--- src/rtl/id_stage_if.sv ---
// Bundle of the fetch, register-file and execute handshake signals seen by id_stage.
// Optional feature macro: ID_ILLEGAL_DET_EN adds ID_EX_illegal_o to the bundle.
interface id_stage_if #(
    parameter int BITSIZE = 32
);
    // Fetch -> decode instruction handoff
    logic               IF_ID_give_i;
    logic [31:0]        IF_ID_instr_i;
    logic [BITSIZE-1:0] IF_ID_pc_i;
    logic               ID_IF_get_o;
    // Combinational register-file read ports
    logic [4:0]         ID_RF_rs1_addr_o;
    logic [4:0]         ID_RF_rs2_addr_o;
    logic [BITSIZE-1:0] RF_ID_rs1_data_i;
    logic [BITSIZE-1:0] RF_ID_rs2_data_i;
    // Decode -> execute handoff
    logic               EX_ID_get_i;
    logic               ID_EX_give_o;
    logic [BITSIZE-1:0] ID_EX_pc_o;
    logic [BITSIZE-1:0] ID_EX_rs1_data_o;
    logic [BITSIZE-1:0] ID_EX_rs2_data_o;
    logic [BITSIZE-1:0] ID_EX_imm_o;
    logic [4:0]         ID_EX_rd_o;
    logic [6:0]         ID_EX_opcode_o;
    logic [2:0]         ID_EX_funct3_o;
    logic               ID_EX_funct7b5_o;
    logic               ID_EX_rd_we_o;
    // Flush request from a resolved branch
    logic               branch_taken_i;
`ifdef ID_ILLEGAL_DET_EN
    logic               ID_EX_illegal_o;

    modport slave (
        input  IF_ID_give_i, IF_ID_instr_i, IF_ID_pc_i, RF_ID_rs1_data_i, RF_ID_rs2_data_i,
               EX_ID_get_i, branch_taken_i,
        output ID_IF_get_o, ID_RF_rs1_addr_o, ID_RF_rs2_addr_o, ID_EX_give_o, ID_EX_pc_o,
               ID_EX_rs1_data_o, ID_EX_rs2_data_o, ID_EX_imm_o, ID_EX_rd_o, ID_EX_opcode_o,
               ID_EX_funct3_o, ID_EX_funct7b5_o, ID_EX_rd_we_o, ID_EX_illegal_o
    );
    modport master (
        output IF_ID_give_i, IF_ID_instr_i, IF_ID_pc_i, RF_ID_rs1_data_i, RF_ID_rs2_data_i,
               EX_ID_get_i, branch_taken_i,
        input  ID_IF_get_o, ID_RF_rs1_addr_o, ID_RF_rs2_addr_o, ID_EX_give_o, ID_EX_pc_o,
               ID_EX_rs1_data_o, ID_EX_rs2_data_o, ID_EX_imm_o, ID_EX_rd_o, ID_EX_opcode_o,
               ID_EX_funct3_o, ID_EX_funct7b5_o, ID_EX_rd_we_o, ID_EX_illegal_o
    );
`else
    modport slave (
        input  IF_ID_give_i, IF_ID_instr_i, IF_ID_pc_i, RF_ID_rs1_data_i, RF_ID_rs2_data_i,
               EX_ID_get_i, branch_taken_i,
        output ID_IF_get_o, ID_RF_rs1_addr_o, ID_RF_rs2_addr_o, ID_EX_give_o, ID_EX_pc_o,
               ID_EX_rs1_data_o, ID_EX_rs2_data_o, ID_EX_imm_o, ID_EX_rd_o, ID_EX_opcode_o,
               ID_EX_funct3_o, ID_EX_funct7b5_o, ID_EX_rd_we_o
    );
    modport master (
        output IF_ID_give_i, IF_ID_instr_i, IF_ID_pc_i, RF_ID_rs1_data_i, RF_ID_rs2_data_i,
               EX_ID_get_i, branch_taken_i,
        input  ID_IF_get_o, ID_RF_rs1_addr_o, ID_RF_rs2_addr_o, ID_EX_give_o, ID_EX_pc_o,
               ID_EX_rs1_data_o, ID_EX_rs2_data_o, ID_EX_imm_o, ID_EX_rd_o, ID_EX_opcode_o,
               ID_EX_funct3_o, ID_EX_funct7b5_o, ID_EX_rd_we_o
    );
`endif
endinterface

--- src/rtl/id_stage.sv ---
// RV32I instruction decode stage: accepts one instruction from fetch, reads the
// register file for one cycle, then presents the decoded bundle to execute.
// Optional feature macro: ID_ILLEGAL_DET_EN flags opcodes outside RV32I.
module id_stage #(
    parameter int BITSIZE = 32
) (
    input  logic       clk,
    input  logic       resetn_i,
    id_stage_if.slave  bus
);
    localparam logic [6:0] OP_IMM    = 7'b0010011;
    localparam logic [6:0] OP_LOAD   = 7'b0000011;
    localparam logic [6:0] OP_JALR   = 7'b1100111;
    localparam logic [6:0] OP_STORE  = 7'b0100011;
    localparam logic [6:0] OP_BRANCH = 7'b1100011;
    localparam logic [6:0] OP_LUI    = 7'b0110111;
    localparam logic [6:0] OP_AUIPC  = 7'b0010111;
    localparam logic [6:0] OP_JAL    = 7'b1101111;
    localparam logic [6:0] OP_REG    = 7'b0110011;
    localparam logic [6:0] OP_FENCE  = 7'b0001111;
    localparam logic [6:0] OP_SYSTEM = 7'b1110011;

    typedef enum logic [1:0] {
        WAIT_INSTR = 2'd0,
        DECODE     = 2'd1,
        PROVIDE    = 2'd2
    } state_t;

    state_t             r_state;
    state_t             w_next_state;
    logic               w_get;
    logic               w_give;
    logic [4:0]         w_rs1_addr;
    logic [4:0]         w_rs2_addr;
    logic               w_if_xfer;

    logic [31:0]        r_instr;
    logic [BITSIZE-1:0] r_pc;
    logic [BITSIZE-1:0] r_pc_out;
    logic [BITSIZE-1:0] r_rs1_data;
    logic [BITSIZE-1:0] r_rs2_data;
    logic [BITSIZE-1:0] r_imm;
    logic [4:0]         r_rd;
    logic [6:0]         r_opcode;
    logic [2:0]         r_funct3;
    logic               r_funct7b5;
    logic               r_rd_we;
`ifdef ID_ILLEGAL_DET_EN
    logic               r_illegal;
`endif

    // Sign-extended immediate selected by instruction format; R-type and unknown give 0
    function automatic logic [BITSIZE-1:0] imm_gen(input logic [31:0] instr);
        logic [31:0] v_imm;
        case (instr[6:0])
            OP_IMM, OP_LOAD, OP_JALR: v_imm = {{20{instr[31]}}, instr[31:20]};
            OP_STORE:  v_imm = {{20{instr[31]}}, instr[31:25], instr[11:7]};
            OP_BRANCH: v_imm = {{19{instr[31]}}, instr[31], instr[7], instr[30:25],
                                instr[11:8], 1'b0};
            OP_LUI, OP_AUIPC: v_imm = {instr[31:12], 12'h000};
            OP_JAL:    v_imm = {{11{instr[31]}}, instr[31], instr[19:12], instr[20],
                                instr[30:21], 1'b0};
            default:   v_imm = 32'h0000_0000;
        endcase
        return BITSIZE'($signed(v_imm));
    endfunction

    // True when the encoding is outside the supported RV32I opcode set
    function automatic logic is_illegal(input logic [31:0] instr);
        logic v_known;
        case (instr[6:0])
            OP_IMM, OP_LOAD, OP_JALR, OP_STORE, OP_BRANCH, OP_LUI, OP_AUIPC,
            OP_JAL, OP_REG, OP_FENCE, OP_SYSTEM: v_known = 1'b1;
            default:                             v_known = 1'b0;
        endcase
        return (!v_known) || (instr[1:0] != 2'b11);
    endfunction

    // Register write enable: stores, branches and x0 never write back
    function automatic logic rd_we_gen(input logic [31:0] instr);
        logic v_we;
        v_we = (instr[6:0] != OP_STORE) && (instr[6:0] != OP_BRANCH) &&
               (instr[11:7] != 5'd0);
`ifdef ID_ILLEGAL_DET_EN
        v_we = v_we && !is_illegal(instr);
`endif
        return v_we;
    endfunction

    // FSM state register
    always_ff @(posedge clk or negedge resetn_i) begin
        if (!resetn_i) begin
            r_state <= WAIT_INSTR;
        end else begin
            r_state <= w_next_state;
        end
    end

    // FSM next state, handshakes and RF addressing; a flush overrides everything
    always_comb begin
        w_next_state = r_state;
        w_get        = 1'b0;
        w_give       = 1'b0;
        w_rs1_addr   = 5'd0;
        w_rs2_addr   = 5'd0;
        case (r_state)
            WAIT_INSTR: begin
                w_get = 1'b1;
                if (bus.IF_ID_give_i) begin
                    w_next_state = DECODE;
                end else begin
                    w_next_state = WAIT_INSTR;
                end
            end
            DECODE: begin
                w_rs1_addr   = r_instr[19:15];
                w_rs2_addr   = r_instr[24:20];
                w_next_state = PROVIDE;
            end
            PROVIDE: begin
                w_give = bus.EX_ID_get_i;
                if (bus.EX_ID_get_i) begin
                    w_next_state = WAIT_INSTR;
                end else begin
                    w_next_state = PROVIDE;
                end
            end
            default: begin
                w_next_state = WAIT_INSTR;
            end
        endcase
        if (bus.branch_taken_i) begin
            w_next_state = WAIT_INSTR;
            w_give       = 1'b0;
        end else begin
            w_give       = w_give;
        end
    end

    assign w_if_xfer = (r_state == WAIT_INSTR) && bus.IF_ID_give_i && !bus.branch_taken_i;

    // Instruction latch on IF transfer and decoded-bundle capture in DECODE
    always_ff @(posedge clk or negedge resetn_i) begin
        if (!resetn_i) begin
            r_instr    <= 32'h0000_0000;
            r_pc       <= '0;
            r_pc_out   <= '0;
            r_rs1_data <= '0;
            r_rs2_data <= '0;
            r_imm      <= '0;
            r_rd       <= 5'd0;
            r_opcode   <= 7'd0;
            r_funct3   <= 3'd0;
            r_funct7b5 <= 1'b0;
            r_rd_we    <= 1'b0;
`ifdef ID_ILLEGAL_DET_EN
            r_illegal  <= 1'b0;
`endif
        end else if (bus.branch_taken_i) begin
            r_instr    <= 32'h0000_0000;
            r_pc       <= '0;
            r_pc_out   <= '0;
            r_rs1_data <= '0;
            r_rs2_data <= '0;
            r_imm      <= '0;
            r_rd       <= 5'd0;
            r_opcode   <= 7'd0;
            r_funct3   <= 3'd0;
            r_funct7b5 <= 1'b0;
            r_rd_we    <= 1'b0;
`ifdef ID_ILLEGAL_DET_EN
            r_illegal  <= 1'b0;
`endif
        end else begin
            if (w_if_xfer) begin
                r_instr <= bus.IF_ID_instr_i;
                r_pc    <= bus.IF_ID_pc_i;
            end
            if (r_state == DECODE) begin
                r_pc_out   <= r_pc;
                r_rs1_data <= bus.RF_ID_rs1_data_i;
                r_rs2_data <= bus.RF_ID_rs2_data_i;
                r_imm      <= imm_gen(r_instr);
                r_rd       <= r_instr[11:7];
                r_opcode   <= r_instr[6:0];
                r_funct3   <= r_instr[14:12];
                r_funct7b5 <= r_instr[30];
                r_rd_we    <= rd_we_gen(r_instr);
`ifdef ID_ILLEGAL_DET_EN
                r_illegal  <= is_illegal(r_instr);
`endif
            end
        end
    end

    // Handshake outputs are forced low while reset is asserted
    assign bus.ID_IF_get_o      = w_get & resetn_i;
    assign bus.ID_EX_give_o     = w_give & resetn_i;
    assign bus.ID_RF_rs1_addr_o = w_rs1_addr;
    assign bus.ID_RF_rs2_addr_o = w_rs2_addr;
    assign bus.ID_EX_pc_o       = r_pc_out;
    assign bus.ID_EX_rs1_data_o = r_rs1_data;
    assign bus.ID_EX_rs2_data_o = r_rs2_data;
    assign bus.ID_EX_imm_o      = r_imm;
    assign bus.ID_EX_rd_o       = r_rd;
    assign bus.ID_EX_opcode_o   = r_opcode;
    assign bus.ID_EX_funct3_o   = r_funct3;
    assign bus.ID_EX_funct7b5_o = r_funct7b5;
    assign bus.ID_EX_rd_we_o    = r_rd_we;
`ifdef ID_ILLEGAL_DET_EN
    assign bus.ID_EX_illegal_o  = r_illegal;
`endif
endmodule

--- src/flat_wrapper.sv ---
// flat-port wrapper written by rule: the top's interface ports become plain ports
module id_stage_flat 
#(
    parameter int BITSIZE = 32
)
  (clk, resetn_i, bus_IF_ID_give_i, bus_IF_ID_instr_i, bus_IF_ID_pc_i, bus_RF_ID_rs1_data_i, bus_RF_ID_rs2_data_i, bus_EX_ID_get_i, bus_branch_taken_i, bus_ID_IF_get_o, bus_ID_RF_rs1_addr_o, bus_ID_RF_rs2_addr_o, bus_ID_EX_give_o, bus_ID_EX_pc_o, bus_ID_EX_rs1_data_o, bus_ID_EX_rs2_data_o, bus_ID_EX_imm_o, bus_ID_EX_rd_o, bus_ID_EX_opcode_o, bus_ID_EX_funct3_o, bus_ID_EX_funct7b5_o, bus_ID_EX_rd_we_o);
  id_stage_if #(.BITSIZE(BITSIZE)) bus_i ();
  input  logic clk;
  input  logic resetn_i;
  input wire logic [$bits(bus_i.IF_ID_give_i)-1:0] bus_IF_ID_give_i;
  input wire logic [$bits(bus_i.IF_ID_instr_i)-1:0] bus_IF_ID_instr_i;
  input wire logic [$bits(bus_i.IF_ID_pc_i)-1:0] bus_IF_ID_pc_i;
  input wire logic [$bits(bus_i.RF_ID_rs1_data_i)-1:0] bus_RF_ID_rs1_data_i;
  input wire logic [$bits(bus_i.RF_ID_rs2_data_i)-1:0] bus_RF_ID_rs2_data_i;
  input wire logic [$bits(bus_i.EX_ID_get_i)-1:0] bus_EX_ID_get_i;
  input wire logic [$bits(bus_i.branch_taken_i)-1:0] bus_branch_taken_i;
  output wire logic [$bits(bus_i.ID_IF_get_o)-1:0] bus_ID_IF_get_o;
  output wire logic [$bits(bus_i.ID_RF_rs1_addr_o)-1:0] bus_ID_RF_rs1_addr_o;
  output wire logic [$bits(bus_i.ID_RF_rs2_addr_o)-1:0] bus_ID_RF_rs2_addr_o;
  output wire logic [$bits(bus_i.ID_EX_give_o)-1:0] bus_ID_EX_give_o;
  output wire logic [$bits(bus_i.ID_EX_pc_o)-1:0] bus_ID_EX_pc_o;
  output wire logic [$bits(bus_i.ID_EX_rs1_data_o)-1:0] bus_ID_EX_rs1_data_o;
  output wire logic [$bits(bus_i.ID_EX_rs2_data_o)-1:0] bus_ID_EX_rs2_data_o;
  output wire logic [$bits(bus_i.ID_EX_imm_o)-1:0] bus_ID_EX_imm_o;
  output wire logic [$bits(bus_i.ID_EX_rd_o)-1:0] bus_ID_EX_rd_o;
  output wire logic [$bits(bus_i.ID_EX_opcode_o)-1:0] bus_ID_EX_opcode_o;
  output wire logic [$bits(bus_i.ID_EX_funct3_o)-1:0] bus_ID_EX_funct3_o;
  output wire logic [$bits(bus_i.ID_EX_funct7b5_o)-1:0] bus_ID_EX_funct7b5_o;
  output wire logic [$bits(bus_i.ID_EX_rd_we_o)-1:0] bus_ID_EX_rd_we_o;
  assign bus_i.IF_ID_give_i = bus_IF_ID_give_i;
  assign bus_i.IF_ID_instr_i = bus_IF_ID_instr_i;
  assign bus_i.IF_ID_pc_i = bus_IF_ID_pc_i;
  assign bus_i.RF_ID_rs1_data_i = bus_RF_ID_rs1_data_i;
  assign bus_i.RF_ID_rs2_data_i = bus_RF_ID_rs2_data_i;
  assign bus_i.EX_ID_get_i = bus_EX_ID_get_i;
  assign bus_i.branch_taken_i = bus_branch_taken_i;
  assign bus_ID_IF_get_o = bus_i.ID_IF_get_o;
  assign bus_ID_RF_rs1_addr_o = bus_i.ID_RF_rs1_addr_o;
  assign bus_ID_RF_rs2_addr_o = bus_i.ID_RF_rs2_addr_o;
  assign bus_ID_EX_give_o = bus_i.ID_EX_give_o;
  assign bus_ID_EX_pc_o = bus_i.ID_EX_pc_o;
  assign bus_ID_EX_rs1_data_o = bus_i.ID_EX_rs1_data_o;
  assign bus_ID_EX_rs2_data_o = bus_i.ID_EX_rs2_data_o;
  assign bus_ID_EX_imm_o = bus_i.ID_EX_imm_o;
  assign bus_ID_EX_rd_o = bus_i.ID_EX_rd_o;
  assign bus_ID_EX_opcode_o = bus_i.ID_EX_opcode_o;
  assign bus_ID_EX_funct3_o = bus_i.ID_EX_funct3_o;
  assign bus_ID_EX_funct7b5_o = bus_i.ID_EX_funct7b5_o;
  assign bus_ID_EX_rd_we_o = bus_i.ID_EX_rd_we_o;
  id_stage #(.BITSIZE(BITSIZE)) u_core (.clk(clk), .resetn_i(resetn_i), .bus(bus_i));
endmodule
--- config.mk ---
export PLATFORM = sky130hd
export DESIGN_NAME = id_stage_flat
export DESIGN_NICKNAME = d
export VERILOG_FILES = /design/src/rtl/id_stage_if.sv /design/src/rtl/id_stage.sv /design/src/flat_wrapper.sv
export SDC_FILE = /design/constraint.sdc
export NUM_CORES = 1
export LEC_CHECK = 0
export BUFFER_PORTS_ARGS = -buffer_cell sky130_fd_sc_hd__buf_4
export CAP_MARGIN = 20
export CORE_UTILIZATION = 40
export DETAILED_ROUTE_END_ITERATION = 16
export GPL_ROUTABILITY_DRIVEN = 0
export PLACE_DENSITY = 0.71
export SETUP_SLACK_MARGIN = 0.15
export SLEW_MARGIN = 20
export SYNTH_ARGS = -nofsm -noshare
export SYNTH_HDL_FRONTEND = slang
export SYNTH_SLANG_ARGS = --single-unit
--- constraint.sdc ---
create_clock -name clk -period 2.78 [get_ports clk]
set_input_delay 0.556 -clock clk [delete_from_list [all_inputs] [get_ports clk]]
set_output_delay 0.556 -clock clk [all_outputs]
set_load 0.1 [all_outputs]
==> impl_metrics.ini <==
[critical_path]
slowest_delay_ns = 0.58
cp-end-kind = primary output
cp-start-kind = input pin
cp_slowest_cell = dlygate4sd3_1
cp.buffers_inverters = 3
cp_max_fo = 4
crit_arrival_ns = 1.88
required_ns = 2.22
critPathTopFamily = buffers and inverters
worstSetupPathType = in -> out
crit_chain = dlygate4sd3_1, buf_8, nand4b_1, nor2_2, buf_4

[detailed_routing]
drc = 0
avgRoutedWirePerCell_um = 18.1
wirelength_um = 24300
drtPass1Iterations = 5
dr_total_vias = 6920
drt_iter0_drc = 388
vias_per_cell = 5.16
postRouteAntennaNets = 0

[placed_design]
place_hpwl_um = 15700
dp.cells = 1296
port_buffers = 289

[global_route]
antenna_found_initial = 1
overflow = 0
grt_pass1_wl_um = 38100
grt_max_degree = 182
grt_pass1_vias = 6906
groute.usage.overall_pct = 22.4

[floorplanning]
dieArea_mm2 = 0.0212
coreArea_mm2 = 0.0202
start_util_pct = 40.8
rows = 52
die_width_um = 146
io_pins = 290
die_h_um = 146

[yosys]
async_reset_ff_share_pct = 100
yosysWarningCount = 0
ys_seq_elements = 211
yosys-mux-area-fraction_pct = 0
synth_flop_cell = dfrtp_1
synthesis.area_mm2 = 0.00826
yosysUniqueCellTypes = 39
synth_fa_ha_area_share_pct = 0
synth_edf_count = 0
synthSimpleGateAreaFrac_pct = 14.0
synth_top_family_by_area = compound AO/OA/AOI/OAI gates
synthXorXnorAreaFrac_pct = 0
synthCells = 787
ys_seq_area_share_pct = 63.9
avgSynthCellArea_um2 = 10.5
syn_nets = 920
synth_compound_gate_area_share_pct = 19.0

[clock_network]
cts_made_buffers = 23
h-tree-depth = 1
cts_setup_buffers = 0
clk_pin_slew_worst_paths_ns = 0.06
clockBufferDepth = 3
cts_resized = 0
clock-sinks = 211
insertion_delay_ns = 0.51
cts_root_buf = clkbuf_16
cts_tree = yes

[pwr]
ir_worst_vdd_mv = 0.472
power_density_mw_per_mm2 = 653
power_leakage_nw = 5.54

[sta]
period_share_pct = 87.7
fin_crit_ns = 2.44
worst_pin_slew_ns = 1.06
skew_ns = 0.0162
setup_viol = 0
slew_headroom_pct = 29.3
hold_ws_ns = 0.264
tns_ns = 0
maxSlewViolCount = 0
max_clock_freq_mhz = 410
final-hold-violation-count = 0
rsz0062_at_grt = false

[cells_and_area]
post-route-util_pct = 56.6
most-common-layout-cells = buf_4 (297), nand2_1 (244), dfrtp_1 (211), a21oi_1 (124), a22o_1 (70)
final_layout_size_suffix_gt1_share_pct = 33.7
fin_nets = 1187
stdcell_count = 1340
synthToLayoutAreaGrowth_pct = 38.7
layout_commonest_cell = buf_4

[run]
drv_cap = 0

[min_path]
hp-class = in -> reg

[run_status]
status = finished clean
metrics by stage:
step           total power, mW  instance area (um^2)  setup slack (ns)
3_5_place_dp              4.48                 10700             0.478
6_report                  7.47                 11400             0.342
4_1_cts                   7.55                 11400             0.171
2_1_floorplan             4.05                  8260             0.450
5_1_grt                   7.74                 11400             0.220
3_3_place_gp              4.47                 10700             0.558
Yosys cell counts (all sizes together), types with 2 or more instances:
| cell type | instances | area (um^2) |
|---|---|---|
| clkbuf | 46 | 173 |
| nand4b | 2 | 17.5 |
| nand3 | 2 | 10.0 |
| nand2 | 244 | 916 |
| a22o | 70 | 613 |
| a22oi | 4 | 30.0 |
| and2 | 11 | 68.8 |
| a21oi | 125 | 626 |
| nor2 | 8 | 32.5 |
| buf | 15 | 76.3 |
| or4 | 2 | 18.8 |
| o21ai | 15 | 113 |
| dfrtp | 211 | 5280 |
| a211o | 2 | 17.5 |
| nor3 | 4 | 30.0 |
| a221o | 11 | 110 |
where the power goes:
part	switching, mW	total (mW)	internal (mW)
sequential	0.0948	3.29	3.19
clock	1.22	3.05	1.82
combinational	0.824	1.14	0.317
timing repair:
item	4_1_cts	5_1_grt
endpoints found under the hold margin	30	0
setup endpoints to repair	0	7
hold buffers	2	0
area by class of cell:
cell class	count	area, um^2
Multi-Input combinational cell	515	2780
Tap cell	270	338
Sequential cell	211	5280
Inverter	1	3.75
Antenna cell	1	2.50
Clock inverter	7	95.1
Timing Repair Buffer	302	2300
Clock buffer	33	653
Fill cell	1775	8780
logic make-up after synthesis:
kind of cell	count (synthesis)
and+or+nand+nor	281
buffers and inverters	62
AOI/OAI and AO/OA	233
DFF	211
state kept, by name (all words and copies together), names as in the netlist:
| signal | count |
|---|---|
| u_core.bus.ID_EX_rs1_data_o | 32 |
| u_core.bus.ID_EX_opcode_o | 7 |
| u_core.r_instr | 32 |
| u_core.bus.ID_EX_imm_o | 32 |
| u_core.bus.ID_EX_rs2_data_o | 32 |
| u_core.bus.ID_EX_pc_o | 32 |
| u_core.bus.ID_EX_funct3_o | 3 |
| u_core.bus.ID_EX_rd_o | 5 |
| u_core.r_state | 2 |
| u_core.bus.ID_EX_rd_we_o | 1 |
| u_core.r_pc | 32 |
| u_core.bus.ID_EX_funct7b5_o | 1 |
metal layers:
metal	GRT usage [%]	share of wire (%)	wire length, um
met1	29.7	42	10200
met2	35.2	47	11500
met3	6.74	8.1	1960
met4	7.21	2.7	646
met5	0	0	0
worst paths after layout:
check | from | to | slack [ns] | depth (start not counted)
max | resetn_i | bus_ID_EX_give_o | 0.34 | 5
min | bus_IF_ID_instr_i[28] | u_core.r_instr[28] | 0.26 | 2
max reg2reg | u_core.r_instr[4] | u_core.bus.ID_EX_imm_o[0] | 0.42 | 5
min reg2reg | u_core.bus.ID_EX_imm_o[19] | u_core.bus.ID_EX_imm_o[19] | 0.49 | 2
max in group asynchronous | resetn_i | u_core.bus.ID_EX_rs2_data_o[30] | 1.09 | 3
min in group asynchronous | resetn_i | u_core.r_pc[4] | 0.61 | 3
Note: power is estimated with default switching activity, not from simulation.
